`config.mk`:
```
export PLATFORM = sky130hd
export DESIGN_NAME = clock_set_ctrl
export DESIGN_NICKNAME = d
export VERILOG_FILES = /design/src/rtl/clock_set_ctrl.sv
export SDC_FILE = /design/constraint.sdc
export NUM_CORES = 1
export LEC_CHECK = 0
export CORE_MARGIN = 2
export CORE_UTILIZATION = 40
export DETAILED_ROUTE_END_ITERATION = 7
export GPL_ROUTABILITY_DRIVEN = 0
export GPL_TIMING_DRIVEN = 0
export MAX_ROUTING_LAYER = met4
export PLACE_DENSITY = 0.72
export SETUP_SLACK_MARGIN = 0.05
export SLEW_MARGIN = 20
export SYNTH_ARGS = -nofsm -noshare
export SYNTH_HDL_FRONTEND = slang
export SYNTH_SLANG_ARGS = --single-unit
export TNS_END_PERCENT = 30
```
`constraint.sdc`:
```
create_clock -name clk -period 2.1 [get_ports clk]
set_clock_uncertainty 0.1 [all_clocks]
set_input_delay 0.42 -clock clk [delete_from_list [all_inputs] [get_ports clk]]
set_output_delay 0.42 -clock clk [all_outputs]
set_load 0.05 [all_outputs]
```
`src/rtl/clock_set_ctrl.sv`:
```
// rtl/clock_set_ctrl.sv - DC32 one-second time base and button-driven BCD time-set FSM
// Freezes the counter chain while hours/minutes are edited, then issues a one-cycle load.
module clock_set_ctrl #(
  parameter int TICK_DIV = 50_000_000
) (
  input  logic       clk,
  input  logic       reset,
  input  logic       mode_btn,
  input  logic       inc_btn,
  input  logic [1:0] cur_hour_ten,
  input  logic [3:0] cur_hour_unit,
  input  logic [2:0] cur_min_ten,
  input  logic [3:0] cur_min_unit,
  output logic       tick,
  output logic       load,
  output logic [1:0] ld_hour_ten,
  output logic [3:0] ld_hour_unit,
  output logic [2:0] ld_min_ten,
  output logic [3:0] ld_min_unit,
  output logic [1:0] mode,
  output logic       blink
);

  localparam int CW = (TICK_DIV > 2) ? $clog2(TICK_DIV) : 1;
  localparam logic [CW-1:0] CNT_MAX = CW'(TICK_DIV - 1);
  localparam logic [CW-1:0] CNT_HALF = CW'(TICK_DIV / 2);

  typedef enum logic [1:0] {
    RUN      = 2'b00,
    SET_HOUR = 2'b01,
    SET_MIN  = 2'b10,
    COMMIT   = 2'b11
  } state_t;

  state_t        state;
  state_t        state_next;
  logic [CW-1:0] cnt;

  logic [1:0] edit_hour_ten;
  logic [3:0] edit_hour_unit;
  logic [2:0] edit_min_ten;
  logic [3:0] edit_min_unit;

  logic [1:0] hour_inc_ten;
  logic [3:0] hour_inc_unit;
  logic [2:0] min_inc_ten;
  logic [3:0] min_inc_unit;
  logic       hour_ok;
  logic       min_ok;

  logic enter_edit;
  logic do_hour_inc;
  logic do_min_inc;

  // mode_btn takes priority: an inc in the same cycle is dropped.
  assign enter_edit  = (state == RUN) && mode_btn;
  assign do_hour_inc = (state == SET_HOUR) && !mode_btn && inc_btn;
  assign do_min_inc  = (state == SET_MIN) && !mode_btn && inc_btn;

  // State register
  always_ff @(posedge clk or posedge reset) begin
    if (reset) begin
      state <= RUN;
    end else begin
      state <= state_next;
    end
  end

  // Next-state logic
  always_comb begin
    state_next = state;
    case (state)
      RUN:      if (mode_btn) state_next = SET_HOUR;
      SET_HOUR: if (mode_btn) state_next = SET_MIN;
      SET_MIN:  if (mode_btn) state_next = COMMIT;
      COMMIT:   state_next = RUN;
      default:  state_next = RUN;
    endcase
  end

  // Output decode straight from registered state and cnt
  always_comb begin
    tick  = 1'b0;
    load  = 1'b0;
    blink = 1'b0;
    case (state)
      RUN:      tick  = (cnt == CNT_MAX);
      SET_HOUR: blink = (cnt < CNT_HALF);
      SET_MIN:  blink = (cnt < CNT_HALF);
      COMMIT:   load  = 1'b1;
      default: begin
        tick  = 1'b0;
        load  = 1'b0;
        blink = 1'b0;
      end
    endcase
  end

  assign mode = state;

  // Prescaler restarts on entering the editor and on leaving COMMIT so the
  // first post-commit second is a full TICK_DIV cycles long.
  always_ff @(posedge clk or posedge reset) begin
    if (reset) begin
      cnt <= '0;
    end else if (enter_edit || (state == COMMIT)) begin
      cnt <= '0;
    end else if (cnt == CNT_MAX) begin
      cnt <= '0;
    end else begin
      cnt <= cnt + 1'b1;
    end
  end

  // Hour 00..23; anything out of range or non-BCD falls to 00.
  always_comb begin
    hour_inc_ten  = 2'd0;
    hour_inc_unit = 4'd0;
    hour_ok = ((edit_hour_ten < 2'd2) && (edit_hour_unit <= 4'd9)) ||
              ((edit_hour_ten == 2'd2) && (edit_hour_unit < 4'd3));
    if (hour_ok) begin
      if (edit_hour_unit == 4'd9) begin
        hour_inc_ten  = edit_hour_ten + 2'd1;
        hour_inc_unit = 4'd0;
      end else begin
        hour_inc_ten  = edit_hour_ten;
        hour_inc_unit = edit_hour_unit + 4'd1;
      end
    end
  end

  // Minute 00..59; never carries into the hour.
  always_comb begin
    min_inc_ten  = 3'd0;
    min_inc_unit = 4'd0;
    min_ok = ((edit_min_ten < 3'd5) && (edit_min_unit <= 4'd9)) ||
             ((edit_min_ten == 3'd5) && (edit_min_unit < 4'd9));
    if (min_ok) begin
      if (edit_min_unit == 4'd9) begin
        min_inc_ten  = edit_min_ten + 3'd1;
        min_inc_unit = 4'd0;
      end else begin
        min_inc_ten  = edit_min_ten;
        min_inc_unit = edit_min_unit + 4'd1;
      end
    end
  end

  always_ff @(posedge clk or posedge reset) begin
    if (reset) begin
      edit_hour_ten  <= 2'd0;
      edit_hour_unit <= 4'd0;
      edit_min_ten   <= 3'd0;
      edit_min_unit  <= 4'd0;
    end else if (enter_edit) begin
      edit_hour_ten  <= cur_hour_ten;
      edit_hour_unit <= cur_hour_unit;
      edit_min_ten   <= cur_min_ten;
      edit_min_unit  <= cur_min_unit;
    end else if (do_hour_inc) begin
      edit_hour_ten  <= hour_inc_ten;
      edit_hour_unit <= hour_inc_unit;
    end else if (do_min_inc) begin
      edit_min_ten   <= min_inc_ten;
      edit_min_unit  <= min_inc_unit;
    end
  end

  assign ld_hour_ten  = edit_hour_ten;
  assign ld_hour_unit = edit_hour_unit;
  assign ld_min_ten   = edit_min_ten;
  assign ld_min_unit  = edit_min_unit;

endmodule

```
==> impl_metrics.json <==
{
  "drt-total-wl_um": 6388,
  "ant_nets": 0,
  "worstPathRequired_ns": 1.58,
  "layout.cells.non_filler": 421,
  "rows": 28,
  "netlist_top_cells_area": "dfrtp_1 41%, ha_1 4.0%, a21oi_1 3.8%",
  "fin_crit_sh_pct": 119.8,
  "synth_edf_count": 0,
  "route.detailed.drc": 0,
  "grt_pass1_vias": 2206,
  "cp_data_arrival_time_ns": 2.00,
  "hold_path_class": "input pin to async pin",
  "syn_inst": 276,
  "rsz0062_at_grt": "true",
  "initial_core_util_pct": 41.92,
  "drtIter0Drc": 89,
  "holdWs_ns": 0.2778,
  "cts-root-buf": "clkbuf_8",
  "synth_top_cell_by_area": "dfrtp_1",
  "r2r_slack_ns": -0.04,
  "syn_area_per_cell_um2": 9.098,
  "violations": "setup timing",
  "dp_hpwl_um": 4102,
  "cts_buffers": 5,
  "period_minus_slack_ns": 2.515,
  "cts_htree_levels": 2,
  "worst_pin_slew_ns": 0.6461,
  "crit_path_end_kind": "output port",
  "antenna_cells": 0,
  "setup_viol": 22,
  "num_vias": 2398,
  "yosysSeqAreaShare_pct": 40.86,
  "die_w_um": 83.24,
  "slew_violations": 0,
  "setup_ws_ns": -0.4151,
  "drive_gt1_share_pct": 22.54,
  "nets": 370,
  "postLayoutCoreUtil_pct": 56.64,
  "die_area_um2": 6928,
  "io_buffers": 33,
  "antenna_found_initial": 0,
  "grtUsageTotal_pct": 17.88,
  "grt_max_degree": 31,
  "clk_latency_ns": 0.30,
  "irDropWorstVdd_mv": 0.9014,
  "die_h_um": 83.24,
  "synth_top_area_share_pct": 40.86,
  "ys_async_sr_fraction_pct": 100.0,
  "syn_area_um2": 2511,
  "startpoint": "cnt[9]",
  "drv_cap": 0,
  "routedWlPerCell_um": 15.17,
  "final_cell_mix": "38 x dfrtp_1, 27 x buf_4, 22 x nand2_1, 19 x clkdlybuf4s50_1, 18 x inv_1",
  "grt_pass1_wl_um": 10020,
  "ys_warn_count": 0,
  "ys_seq_elements": 41,
  "dp_slack_ns": -0.8175,
  "ys_types": 54,
  "power_density_nw_per_um2": 1268,
  "dp.cells": 385,
  "fill_cells": 520,
  "critPathMaxFanout": 2,
  "r2r-end": "cnt[9]",
  "core-area_um2": 5991,
  "r2r-start": "cnt[16]",
  "outcome": "complete, but fails checks",
  "hold_violations": 0,
  "clock.fmax_mhz": 397.6,
  "clk_transition_reported_paths_ns": 0.08,
  "synth_ff_type": "dfrtp_1",
  "area.growth.synth_to_final_pct": 35.13,
  "power_mw": 4.302,
  "max-clock-path-buffers": 2,
  "hold_buffers": 0,
  "path_class": "flop to output port",
  "p_leak_nw": 1.468,
  "synth_nets": 301,
  "layout_commonest_cell": "dfrtp_1",
  "rr_worst_depth": 6,
  "ioPinCount": 35,
  "start_kind": "flop",
  "drt_first_pass_iters": 4,
  "vias_per_cell": 5.696,
  "cts_tree": "built",
  "slew_headroom_pct": 56.34,
  "clock-sinks": 41,
  "crit_path_end": "blink",
  "overflow": 0
}
==> power breakdown <==
part / total, mW / switching [mW] / internal [mW]
combinational: 2.47 / 1.52 / 0.951
sequential: 1.15 / 0.190 / 0.964
clock: 0.675 / 0.289 / 0.387
total: 4.30 / 2.00 / 2.30
==> repair_timing <==
| item | in CTS | in global routing |
|---|---|---|
| hold endpoints to repair | 0 | 0 |
| pin swaps | 7 | 9 |
| setup endpoints to repair | 36 | 39 |
| buffers inserted | 11 | 17 |
| cloned | 1 | 1 |
| resized for setup | 39 | 23 |
==> state kept, by name, indices dropped and copies added, names as in the netlist <==
name and cells:
ld_hour_unit 4, ld_min_unit 4, ld_hour_ten 2, cnt 26, ld_min_ten 3, mode 2
==> how the worst min path moves through the flow <==
stage	from	endpoint	slack [ns]	cells after the start
6_report	reset	cnt[20]	0.28	2
5_1_grt	reset	cnt[20]	0.32	2
4_1_cts	reset	cnt[13]	0.28	2
3_5_place_dp	cnt[0]	cnt[0]	0.38	1
3_3_place_gp	cnt[0]	cnt[0]	0.37	1
2_1_floorplan	cnt[0]	cnt[0]	0.35	1
==> per-layer routing <==
layer  wire length, µm  vias up  global-route usage, %  part of all wire, %
met4               161        0                  6.408                  2.5
met2              3104       66                  29.11                   49
met5                 0        -                      -                    0
met1              2846     1151                  22.17                   45
li1                  -     1162                      -                    -
met3               275       19                  3.479                  4.3
==> cell families (layout without fill, tap and decap cells) <==
| kind of cell | Yosys count | count (layout) | synth area share (%) |
|---|---|---|---|
| AOI/OAI and AO/OA | 79 | 79 | 22.12 |
| xor gates and xnor gates | 12 | 12 | 4.185 |
| DFF | 41 | 41 | 40.86 |
| adders and majority gates | 8 | 8 | 3.986 |
| and+or+nand+nor | 101 | 101 | 22.67 |
| buffers and inverters | 35 | 105 | 6.178 |
==> stage by stage <==
step,TNS (ns),cell area [µm²]
finish,-1.115,3393
CTS,-0.7972,3214
detailed placement,-2.736,2983
floorplan,-0.4587,2539
global route,-2.176,3393
global placement,-13.18,2963
==> layout make-up <==
type	instances	area, µm²	area share [%]
buffer	15	92.59	2.729
clock buffer	6	82.58	2.434
clock inverter	2	37.54	1.106
inverter	19	71.32	2.102
multi-input combinational	200	1411	41.59
sequential	41	1030	30.35
tap	75	93.84	2.765
timing repair buffer	63	574.3	16.92
==> cells in the mapped netlist, types with 4 or more instances <==
cell type	n
nand2_1	22
or3_1	6
and2_1	4
nand4_1	11
o21ai_0	15
dfrtp_1	41
buf_2	4
xor2_1	8
nand3_1	11
inv_1	19
ha_1	8
clkbuf_1	8
o31ai_1	10
and3_1	6
nor2_1	17
xnor2_1	4
or4_1	6
a21oi_1	19
==> critical path, cell delays in order, from the launching register on <==
cell,delay [ns]
dfrtp_1,0.39
or4_4,0.56
o2111ai_2,0.19
a21oi_2,0.09
a2111oi_4,0.25
buf_6,0.21
(Power assumes the default switching activity.)
